File: src/rtl/muldiv_unit_pkg.sv
// -----------------------------------------------------------------------------
// muldiv_unit_pkg
// Shared definitions for the HI/LO multiply/divide unit:
//   - op_e      : operation encodings presented on i_op
//   - state_e   : sequencer states of the unit
//   - DIV_ZERO_FILL : fill bit for the default LO value on divide-by-zero
//   - is_signed_op  : true for the two's-complement variants (MULT, DIV)
// -----------------------------------------------------------------------------
package muldiv_unit_pkg;

    typedef enum logic [2:0] {
        OP_MULT  = 3'd0,
        OP_MULTU = 3'd1,
        OP_DIV   = 3'd2,
        OP_DIVU  = 3'd3,
        OP_MTHI  = 3'd4,
        OP_MTLO  = 3'd5,
        OP_NOP6  = 3'd6,
        OP_NOP7  = 3'd7
    } op_e;

    typedef enum logic [1:0] {
        S_IDLE = 2'd0,
        S_MUL  = 2'd1,
        S_DIV  = 2'd2,
        S_FIX  = 2'd3
    } state_e;

    // Default LO on divide-by-zero is all ones at whatever width is chosen.
    localparam logic DIV_ZERO_FILL = 1'b1;

    function automatic logic is_signed_op(input op_e op);
        return (op == OP_MULT) || (op == OP_DIV);
    endfunction

endpackage

File: src/rtl/muldiv_div_core.sv
// -----------------------------------------------------------------------------
// muldiv_div_core
// Iterative restoring divider working on operand magnitudes, one quotient bit
// per i_step cycle. Sign correction of the results is combinational on the
// final registers so it is ready in the sequencer's FIX cycle.
// Ports:
//   i_clock, i_reset : clock and synchronous active-high reset
//   i_load           : latch operands and clear the iteration counter
//   i_op             : operation (selects signed/unsigned handling)
//   i_a, i_b         : dividend, divisor (sampled on i_load)
//   i_step           : perform one iteration this cycle
//   o_last           : current step is the final (WIDTH-th) iteration
//   o_quo, o_rem     : sign-corrected quotient and remainder
// -----------------------------------------------------------------------------
module muldiv_div_core
    import muldiv_unit_pkg::*;
#(
    parameter int WIDTH = 32
) (
    input  logic             i_clock,
    input  logic             i_reset,
    input  logic             i_load,
    input  logic [2:0]       i_op,
    input  logic [WIDTH-1:0] i_a,
    input  logic [WIDTH-1:0] i_b,
    input  logic             i_step,
    output logic             o_last,
    output logic [WIDTH-1:0] o_quo,
    output logic [WIDTH-1:0] o_rem
);

    localparam int CW = $clog2(WIDTH) + 1;
    localparam logic [CW-1:0] LAST_ITER = CW'(WIDTH - 1);

    logic [CW-1:0]    r_cnt;
    logic [WIDTH-1:0] r_rem;     // partial remainder
    logic [WIDTH-1:0] r_quo;     // dividend bits shift out the top, quotient bits in
    logic [WIDTH-1:0] r_div;     // divisor magnitude
    logic             r_q_neg;
    logic             r_r_neg;

    logic             w_signed;
    logic             w_a_neg;
    logic             w_b_neg;
    logic [WIDTH:0]   w_rem_shift;
    logic [WIDTH:0]   w_diff;
    logic             w_fits;

    assign w_signed = is_signed_op(op_e'(i_op));
    assign w_a_neg  = w_signed & i_a[WIDTH-1];
    assign w_b_neg  = w_signed & i_b[WIDTH-1];

    // Trial subtraction: the top bit of w_diff is the borrow, so a clear top
    // bit means the shifted remainder is at least the divisor.
    assign w_rem_shift = {r_rem, r_quo[WIDTH-1]};
    assign w_diff      = w_rem_shift - {1'b0, r_div};
    assign w_fits      = ~w_diff[WIDTH];

    always_ff @(posedge i_clock) begin
        if (i_reset) begin
            r_cnt <= '0;
        end else if (i_load) begin
            r_cnt <= '0;
        end else if (i_step) begin
            r_cnt <= r_cnt + CW'(1);
        end
    end

    always_ff @(posedge i_clock) begin
        if (i_load) begin
            r_rem   <= '0;
            r_quo   <= w_a_neg ? -i_a : i_a;
            r_div   <= w_b_neg ? -i_b : i_b;
            r_q_neg <= w_a_neg ^ w_b_neg;
            r_r_neg <= w_a_neg;
        end else if (i_step) begin
            r_rem <= w_fits ? w_diff[WIDTH-1:0] : w_rem_shift[WIDTH-1:0];
            r_quo <= {r_quo[WIDTH-2:0], w_fits};
        end
    end

    assign o_last = (r_cnt == LAST_ITER);
    // Quotient truncates toward zero; remainder follows the dividend's sign.
    // Most-negative / -1 yields magnitude 2^(WIDTH-1) with no negation, which
    // is the most-negative value again.
    assign o_quo  = r_q_neg ? -r_quo : r_quo;
    assign o_rem  = r_r_neg ? -r_rem : r_rem;

endmodule

File: src/rtl/muldiv_unit.sv
// -----------------------------------------------------------------------------
// muldiv_unit
// HI/LO multiply/divide unit for the EX stage. Owns the HI/LO registers,
// performs MULT/MULTU (single-cycle or shift-add), DIV/DIVU (iterative),
// MTHI/MTLO, and requests a stall while an operation is in flight.
// Ports:
//   i_clock, i_reset : clock and synchronous active-high reset
//   i_start, i_op    : operation request, accepted only when not busy
//   i_a, i_b         : rs/dividend/MT source, rt/divisor
//   i_flush          : squash the in-flight or just-requested operation
//   i_read_hilo      : EX holds MFHI/MFLO
//   o_hi, o_lo       : HI/LO registers
//   o_busy           : iterative operation in progress
//   o_done           : one-cycle pulse after HI/LO were written
//   o_stall          : busy and (MFHI/MFLO or new start) in EX
// -----------------------------------------------------------------------------
module muldiv_unit
    import muldiv_unit_pkg::*;
#(
    parameter int               WIDTH         = 32,
    parameter bit               MUL_ITERATIVE = 1'b0,
    parameter logic [WIDTH-1:0] DIV_ZERO_LO   = {WIDTH{DIV_ZERO_FILL}}
) (
    input  logic             i_clock,
    input  logic             i_reset,
    input  logic             i_start,
    input  logic [2:0]       i_op,
    input  logic [WIDTH-1:0] i_a,
    input  logic [WIDTH-1:0] i_b,
    input  logic             i_flush,
    input  logic             i_read_hilo,
    output logic [WIDTH-1:0] o_hi,
    output logic [WIDTH-1:0] o_lo,
    output logic             o_busy,
    output logic             o_done,
    output logic             o_stall
);

    localparam int CW = $clog2(WIDTH) + 1;
    localparam logic [CW-1:0] MUL_LAST = CW'(WIDTH - 1);

    state_e             r_state;
    logic [WIDTH-1:0]   r_hi;
    logic [WIDTH-1:0]   r_lo;
    logic               r_done;
    logic [WIDTH-1:0]   r_op_a;
    logic               r_div_zero;
    logic [2*WIDTH-1:0] r_mul_p;      // {accumulator, remaining multiplier bits}
    logic [WIDTH-1:0]   r_mul_mcand;
    logic               r_mul_neg;
    logic [CW-1:0]      r_mul_cnt;

    op_e                w_op;
    logic               w_busy;
    logic               w_accept;
    logic               w_is_div;
    logic               w_signed;
    logic               w_a_neg;
    logic               w_b_neg;
    logic [WIDTH-1:0]   w_a_mag;
    logic [WIDTH-1:0]   w_b_mag;
    logic [2*WIDTH-1:0] w_a_ext;
    logic [2*WIDTH-1:0] w_b_ext;
    logic [2*WIDTH-1:0] w_prod;
    logic [WIDTH:0]     w_mul_sum;
    logic [2*WIDTH-1:0] w_mul_next;
    logic [2*WIDTH-1:0] w_mul_res;
    logic               w_div_last;
    logic [WIDTH-1:0]   w_div_quo;
    logic [WIDTH-1:0]   w_div_rem;

    assign w_op     = op_e'(i_op);
    assign w_busy   = (r_state != S_IDLE);
    assign w_accept = i_start & ~w_busy & ~i_flush;
    assign w_is_div = (w_op == OP_DIV) || (w_op == OP_DIVU);
    assign w_signed = is_signed_op(w_op);
    assign w_a_neg  = w_signed & i_a[WIDTH-1];
    assign w_b_neg  = w_signed & i_b[WIDTH-1];
    assign w_a_mag  = w_a_neg ? -i_a : i_a;
    assign w_b_mag  = w_b_neg ? -i_b : i_b;

    // Single-cycle product: extending both operands to 2*WIDTH and keeping the
    // low 2*WIDTH bits gives the exact signed or unsigned product.
    assign w_a_ext = {{WIDTH{w_a_neg}}, i_a};
    assign w_b_ext = {{WIDTH{w_b_neg}}, i_b};
    assign w_prod  = w_a_ext * w_b_ext;

    // Shift-add step on magnitudes; the carry out of the add re-enters as the
    // top bit after the right shift, so no extra register bit is needed.
    assign w_mul_sum  = {1'b0, r_mul_p[2*WIDTH-1:WIDTH]}
                      + (r_mul_p[0] ? {1'b0, r_mul_mcand} : {(WIDTH+1){1'b0}});
    assign w_mul_next = {w_mul_sum, r_mul_p[WIDTH-1:1]};
    assign w_mul_res  = r_mul_neg ? -w_mul_next : w_mul_next;

    muldiv_div_core #(
        .WIDTH (WIDTH)
    ) u_div_core (
        .i_clock (i_clock),
        .i_reset (i_reset),
        .i_load  (w_accept & w_is_div),
        .i_op    (i_op),
        .i_a     (i_a),
        .i_b     (i_b),
        .i_step  ((r_state == S_DIV) & ~i_flush),
        .o_last  (w_div_last),
        .o_quo   (w_div_quo),
        .o_rem   (w_div_rem)
    );

    // NOTE: operand/datapath registers carry no reset; they are always loaded
    // on accept before the sequencer reads them, so reset only the control.
    always_ff @(posedge i_clock) begin
        if (w_accept) begin
            r_op_a      <= i_a;
            r_div_zero  <= (i_b == '0);
            r_mul_p     <= {{WIDTH{1'b0}}, w_b_mag};
            r_mul_mcand <= w_a_mag;
            r_mul_neg   <= w_a_neg ^ w_b_neg;
            r_mul_cnt   <= '0;
        end else if (r_state == S_MUL) begin
            r_mul_p   <= w_mul_next;
            r_mul_cnt <= r_mul_cnt + CW'(1);
        end
    end

    // NOTE: all state here uses non-blocking assignments so every register
    // sees the pre-edge values of the others, independent of statement order.
    always_ff @(posedge i_clock) begin
        if (i_reset) begin
            r_state <= S_IDLE;
            r_hi    <= '0;
            r_lo    <= '0;
            r_done  <= 1'b0;
        end else begin
            r_done <= 1'b0;
            case (r_state)
                S_IDLE: begin
                    if (w_accept) begin
                        case (w_op)
                            OP_MULT, OP_MULTU: begin
                                if (MUL_ITERATIVE) begin
                                    r_state <= S_MUL;
                                end else begin
                                    {r_hi, r_lo} <= w_prod;
                                    r_done       <= 1'b1;
                                end
                            end
                            // A zero divisor skips iteration and goes straight to FIX.
                            OP_DIV, OP_DIVU: r_state <= (i_b == '0) ? S_FIX : S_DIV;
                            OP_MTHI: begin
                                r_hi   <= i_a;
                                r_done <= 1'b1;
                            end
                            OP_MTLO: begin
                                r_lo   <= i_a;
                                r_done <= 1'b1;
                            end
                            default: ;
                        endcase
                    end
                end
                S_MUL: begin
                    if (i_flush) begin
                        r_state <= S_IDLE;
                    end else if (r_mul_cnt == MUL_LAST) begin
                        {r_hi, r_lo} <= w_mul_res;
                        r_done       <= 1'b1;
                        r_state      <= S_IDLE;
                    end
                end
                S_DIV: begin
                    if (i_flush) begin
                        r_state <= S_IDLE;
                    end else if (w_div_last) begin
                        r_state <= S_FIX;
                    end
                end
                S_FIX: begin
                    if (i_flush) begin
                        r_state <= S_IDLE;
                    end else begin
                        if (r_div_zero) begin
                            r_hi <= r_op_a;
                            r_lo <= DIV_ZERO_LO;
                        end else begin
                            r_hi <= w_div_rem;
                            r_lo <= w_div_quo;
                        end
                        r_done  <= 1'b1;
                        r_state <= S_IDLE;
                    end
                end
                default: r_state <= S_IDLE;
            endcase
        end
    end

    assign o_hi    = r_hi;
    assign o_lo    = r_lo;
    assign o_busy  = w_busy;
    assign o_done  = r_done;
    assign o_stall = w_busy & (i_read_hilo | i_start);

endmodule

File: config.mk
export PLATFORM = sky130hd
export DESIGN_NAME = muldiv_unit
export DESIGN_NICKNAME = d
export VERILOG_FILES = /design/src/rtl/muldiv_unit_pkg.sv /design/src/rtl/muldiv_div_core.sv /design/src/rtl/muldiv_unit.sv
export SDC_FILE = /design/constraint.sdc
export NUM_CORES = 2
export LEC_CHECK = 0
export CAP_MARGIN = 5
export CORE_MARGIN = 2
export CORE_UTILIZATION = 30
export CTS_CLUSTER_DIAMETER = 200
export DETAILED_ROUTE_END_ITERATION = 6
export GPL_ROUTABILITY_DRIVEN = 0
export SYNTH_ARGS = -nofsm -noshare
export SYNTH_HDL_FRONTEND = slang
export SYNTH_SLANG_ARGS = --single-unit
File: constraint.sdc
create_clock -name i_clock -period 33.6 [get_ports i_clock]
set_input_delay 6.72 -clock i_clock [delete_from_list [all_inputs] [get_ports i_clock]]
set_output_delay 6.72 -clock i_clock [all_outputs]
set_load 0.005 [all_outputs]
## Word level (Yosys, flattened, before mapping)

Index checks and enable logic that the tools add are counted.

| storage, ports and cells | value |
|---|---|
| bits in registers | 307 |
| input bits | 72 |
| output and inout port bits | 67 |

| operators by class | value |
|---|---|
| add/sub/neg operators | 9 |
| multiply operators | 1 |
| eq/ne operators | 19 |
| multiplexer cells | 39 |
| bitwise operators | 12 |
| reduce and logical (&&, ||, !) cells | 16 |

Operator list:

| cell | number |
|---|---|
| 2-to-1 mux 32 bit | 20 |
| one-hot mux 32 bit (3 select lines) | 2 |
| negator 32 bit | 4 |
| one-hot mux 32 bit (2 select lines) | 2 |
| multiplier 33 x 33 -> 64 bit | 1 |
| 2-to-1 mux 64 bit | 1 |
| negator 64 bit | 1 |
| adder 32 x 32 -> 33 bit | 1 |
| subtractor 33 x 32 -> 33 bit | 1 |
| logical NOT 32 bit | 1 |
| adder 6 x 1 -> 6 bit, second input constant | 2 |
| == test 6 x 5 -> 1 bit, second input constant | 2 |
| 2-to-1 mux 2 bit | 6 |
| AND reduction 6 bit | 2 |
| one-hot mux 2 bit (4 select lines) | 1 |
| AND 1 bit | 7 |
| == test 3 x 2 -> 1 bit, second input constant | 2 |
| == test 3 bit, second input constant | 2 |
| 2-to-1 mux 1 bit | 6 |
| inequality test 2 bit, second input constant | 3 |
| inequality test 3 x 1 -> 1 bit, second input constant | 2 |
| inequality test 3 x 2 -> 1 bit, second input constant | 2 |
| nonzero test 2 bit | 3 |
| OR reduction 2 bit | 3 |
| 14 further kinds | 19 |

## Longest topological paths before layout

| logic depth | value |
|---|---|
| depth after elaboration | 7 |
| gate-level depth with buffers | 35 |
| gate-level depth less buffers | 32 |

## Cells and area by module

A second synthesis with hierarchy kept.

| unflattened totals | value |
|---|---|
| cells, all modules | 6864 |
| area total of the unflattened synthesis | 60110.2 um^2 |

By module, submodules not included:

| module | times used | cells an instance | area each (um^2) | seq. area each (um^2) |
|---|---|---|---|---|
| muldiv_unit | 1 | 5872 | 51730.9 | 5014.8 |
| muldiv_div_core | 1 | 992 | 8379.3 | 2742.6 |

## Worst setup path after synthesis

No wires, ideal clock.

| path | value |
|---|---|
| path kind | input port to flip-flop |
| from | input i_a[31] |
| to | register r_hi[31] (netlist: o_hi[31]) |
| arrival time | 15.025 ns |
| slack | 18.457 ns |
| stages on the path | 34 |
| buffers on the path | 4 |
| cell sequence | clkbuf_1 nand2_1 inv_1 clkbuf_1 clkbuf_1 nand2_1 inv_1 fa_1 inv_1 fa_1 inv_1 fa_1 fa_1 inv_1 fa_1 inv_1 fa_1 inv_1 fa_1 fa_1 inv_1 ha_1 clkbuf_1 nor2b_1 o21ai_0 nand2b_1 a21o_1 a21o_1 a2111o_1 a31o_2 a31oi_1 xnor2_1 nand2_1 a32o_1 |

| on the way | value |
|---|---|
| word-level cells in the longest chain between the ends | 5 |

RTL lines:

| what | RTL line | source |
|---|---|---|
| from (decl) | muldiv_unit.sv:28 | `input logic [WIDTH-1:0] i_a,` |
| AND 1 bit | -- |  |
| via u_div_core.w_a_neg | muldiv_div_core.sv:43 | `logic w_a_neg;` |
| multiplier 33 x 33 -> 64 bit | muldiv_unit.sv:86 | `assign w_prod = w_a_ext * w_b_ext;` |
| one-hot mux 32 bit (2 select lines) | muldiv_unit.sv:139 | `case (w_op)` |
| 2-to-1 mux 32 bit | muldiv_unit.sv:138 | `if (w_accept) begin` |
| one-hot mux 32 bit (3 select lines) | muldiv_unit.sv:136 | `case (r_state)` |
| to (signal assigned) | muldiv_unit.sv:144 | `{r_hi, r_lo} <= w_prod;` |
| to (signal assigned) | muldiv_unit.sv:151 | `r_hi <= i_a;` |
| to (signal assigned) | muldiv_unit.sv:166 | `{r_hi, r_lo} <= w_mul_res;` |
| to (decl) | muldiv_unit.sv:43 | `logic [WIDTH-1:0] r_hi;` |

The timed path passes the listed nets, and every way through them passes these cells. The select of a mux whose other input is x is not followed.
A chain may end at the register's enable or synchronous reset.

## Worst setup path after layout

| path | value |
|---|---|
| from | input i_op[2] |
| to | register r_hi[25] (netlist: o_hi[25]) |

| on the way | value |
|---|---|
| word-level cells in the longest chain between the ends | 7 |
| elaborated cells on any way between the ends | 14 |
| those cells by class | mul (1); eq/ne (4); mux (3); bitwise (2); reduce/logical (4) |

RTL lines:

| what | RTL line | source |
|---|---|---|
| from (decl) | muldiv_unit.sv:27 | `input logic [2:0] i_op,` |
| == test 3 x 2 -> 1 bit / logical NOT 3 bit (equally long branches) | muldiv_unit_pkg.sv:33, muldiv_unit.sv:139 |  |
| logical OR 1 bit | muldiv_unit_pkg.sv:33 | `return (op == OP_MULT) \|\| (op == OP_DIV);` |
| AND 1 bit (on tied branches) | muldiv_unit.sv:77, muldiv_unit.sv:78 |  |
| multiplier 33 x 33 -> 64 bit | muldiv_unit.sv:86 |  |
| one-hot mux 32 bit (2 select lines) | muldiv_unit.sv:139 |  |
| 2-to-1 mux 32 bit | muldiv_unit.sv:138 |  |
| one-hot mux 32 bit (3 select lines) | muldiv_unit.sv:136 |  |

Several ways; a longest one is shown, not always the timed one. The select of a mux whose other input is x is not followed.

==> metrics.md <==
| Metric | Value |
|---|---|
| Proportion of synthesized area in mux cells | 0.01284 |
| Synth Area in XOR/XNOR | 0.04540 |
| Core area | 192800 sq um |
| Grt ovf | 0 |
| Crit path kind | input port to flop |
| Max FO, Critical Path | 26 |
| H-tree depth | 2 |
| Layout Nets | 7987 |
| Port bufs | 138 |
| Slew HR | 0.1745 |
| Setup Fix Bufs, Post-CTS | 0 |
| Post-CTS Hold Fix Bufs | 0 |
| CTS root buf | clkbuf_16 |
| CTS buffer count | 35 |
| Routed WL per cell | 21.57 um |
| Slew @ Worst Pin | between 1000 and 1500 ps |
| DRC Markers | 1 |
| WP data required | 34120 ps |
| Largest net degree at the start of global routing | between 70 and 80 |
| Layout cells sized above 1 | 0.04333 |
| DIE HEIGHT | around 440 um |
| YS warnings | 0 |
| CTS tree | done |
| Crit path DAT | 17560 ps |
| First-pass GRT wire length | 300900 um |
| Max stage delay on crit path | 960 ps |
| Yosys top cell by area | fa_1 |
| Post-Route Skew | roughly 42 ps |
| Clock latency at the later pin of the worst-skew pair | ~590 ps |
| Antenna violations before repair | 20 |
| Post-synth top flop | edfxtp_1 |
| FF/Latch Area | 7762 sq um |
| Post-synth cell types | 78 |
| Final period utilization | 0.5071 |
| Die Width | 444.7 um |
| Main combinational cell family by area after synthesis | adder cells |
| # rows | roughly 160 |
| CP Capture Type | flop |
| Via density per instance | 5.165 |
| Max frequency | about 59 MHz |
| Synth-to-layout area growth | 8.231% |
| Initial DRC Count | 4245 |
| Mean area per synthesized cell | 8.795 sq um |
| Worst-path clk slew | 60 ps |
| Maximum clock path buffer count | 3 |
| Failing checks | design-rule violations |
| Area contributors post-synth | fa_1 (39%), edfxtp_1 (8.4%), inv_1 (8.1%), nand2_1 (7.3%), ha_1 (6.1%) |
| ANT nets after route | 0 |
| CP startpoint kind | input port |
| I/O pin cnt | 139 |
| DR pass1 iterations | 7 |
| Synth Area in Adders | 0.4480 |
| Setup TNS | 0 ps |
| Worst path most repeated cell | inv_1 |
| Cells after Synth | 6625 |
| Multi-input logic area | 44310 sq um |
| Outcome | finished with violations |
| Vias in the first global route | 49.00k |
| Yosys top cell area share | 0.3872 |
| All-Layer GR Usage | 0.1981 |
| Synthesized area | 58270 sq um |
| # fillers | 19.85k |
| Fin. Hold Viols | 0 |
| CP max-delay cell | inv_1 |
| Seq cells post-synth | around 310 |
| Fin. max-slew vios | 0 |
| Vias | 46.82k |
| Final setup viols | 0 |
| Die area | between 150000 and 200000 sq um |
| Post-synthesis compound-gate area fraction | 0.09644 |
| Max cap viols | 0 |
| Clock sink count | 306 |
| Post-CTS sizing | 0 |
| Ys async rst share | 0 |
| Initial Utilization | 0.3022 |
| Register area share after synthesis | 0.1331 |
| Hold crit path type | flop to flop |
| Final min period | ~17000 ps |
| RSZ-0062 raised after global routing | no |
| Synth Area in Simple Gates | 0.1569 |
| Post-synth EDFFs | 163 |
| WL final | approximately 200000 um |
| Net count after synthesis | a little over 8k |
| Post-detail-place hpwl | 151000 um |
stage by stage:
| stage | utilization | area [sq um] | worst slack (ps) | std cells | hold WS [ps] |
|---|---|---|---|---|---|
| 2_1_floorplan | - | 58270 | 18460 | 6625 | 431.5 |
| 3_3_place_gp | 0.3210 | 61880 | 16350 | 8994 | 441.7 |
| 3_5_place_dp | 0.3210 | 61880 | 16160 | 8994 | 449.3 |
| 4_1_cts | 0.3270 | 63050 | 16750 | 9058 | 465.8 |
| 5_1_grt | 0.3271 | 63050 | 15860 | 9061 | 482.4 |
| 6_report | 0.3271 | 63060 | 16560 | 9064 | 458.1 |
final cells by class:
type,count,share of cell area
Antenna cell,6,0.0002381
Clock inverter,20,0.003492
Inverter,1268,0.07547
Timing Repair Buffer,240,0.02988
Clock buffer,44,0.01508
Multi-Input combinational cell,4654,0.7026
Tap cell,2526,0.05012
Sequential cell,306,0.1231
per-layer routing:
layer,part of all wire,vias to the layer above,track usage
met3,0.078,437,0.03074
li1,-,20290,-
met1,0.38,24020,0.2462
met5,0.00021,-,0
met2,0.47,2059,0.3268
met4,0.069,6,0.1138
worst max-delay path: cells and delay by family:
kind	cells	cell delay, ps
adder cells (fa/ha/maj)	9	4690
buffers and inverters	11	2960
AO/OA/AOI/OAI	10	2120
AND/OR/NAND/NOR	3	930
XOR/XNOR	1	90
kinds of logic after synthesis:
logic type               count (synthesis)
adder cells (fa/ha/maj)               1410
XOR/XNOR                               302
AND/OR/NAND/NOR                       2010
buffers and inverters                 1665
flip-flops                             306
AO/OA/AOI/OAI                          861
multiplexers                            71
synthesized netlist by cell type, drive strengths merged (22+ instances only):
| library cell | number |
|---|---|
| inv | 1265 |
| nand2 | 1134 |
| fa | 1127 |
| clkbuf | 298 |
| and2 | 297 |
| ha | 283 |
| nor2 | 237 |
| o21ai | 225 |
| a21oi | 193 |
| xnor2 | 176 |
| edfxtp | 163 |
| dfxtp | 143 |
| xor2 | 126 |
| buf | 99 |
| a21o | 69 |
| nor3 | 59 |
| o211ai | 54 |
| or3 | 48 |
| a211oi | 42 |
| mux2i | 41 |
| o31ai | 40 |
| nand3 | 36 |
| nand2b | 35 |
| mux2 | 30 |
| and3 | 29 |
| nand4 | 28 |
| a31oi | 25 |
| or4 | 24 |
| a22o | 22 |
| o22ai | 22 |
flip-flops by register name (all words and copies together), names as in the netlist:
signal / count
r_state: 2
o_lo: 32
r_mul_neg: 1
r_mul_p: 64
r_mul_mcand: 31
u_div_core.r_q_neg: 1
r_op_a: 32
o_hi: 32
r_div_zero: 1
u_div_core.r_cnt: 6
r_mul_cnt: 6
u_div_core.r_rem: 32
o_done: 1
u_div_core.r_div: 32
u_div_core.r_r_neg: 1
u_div_core.r_quo: 32
cells in the final DEF (no fill, tap or decap), types with 40 or more instances in the layout:
master,instances
edfxtp_1,163
o31ai_1,40
o211ai_1,54
dfxtp_1,141
o21ai_0,224
ha_1,283
and2_1,296
nor3_1,59
clkdlybuf4s50_1,85
buf_4,103
nor2_1,234
a211oi_1,42
xnor2_1,175
xor2_1,126
a21o_1,66
a21oi_1,192
inv_1,1265
buf_2,52
or3_1,46
mux2i_1,41
fa_1,1127
nand2_1,1133
final timing paths:
path                   start  endpoint  slack, ps  cells after the start
hold / removal      o_lo[16]  o_lo[16]        460                      2
hold reg to reg     o_lo[16]  o_lo[16]        460                      2
setup / recovery     i_op[2]  o_hi[25]      16560                     34
setup reg to reg  r_mul_p[0]  o_hi[31]      27430                     15
Power is left out: the tool's default activity adds up to more than one toggle a clock period on the data nets, which glitch-free logic cannot reach.
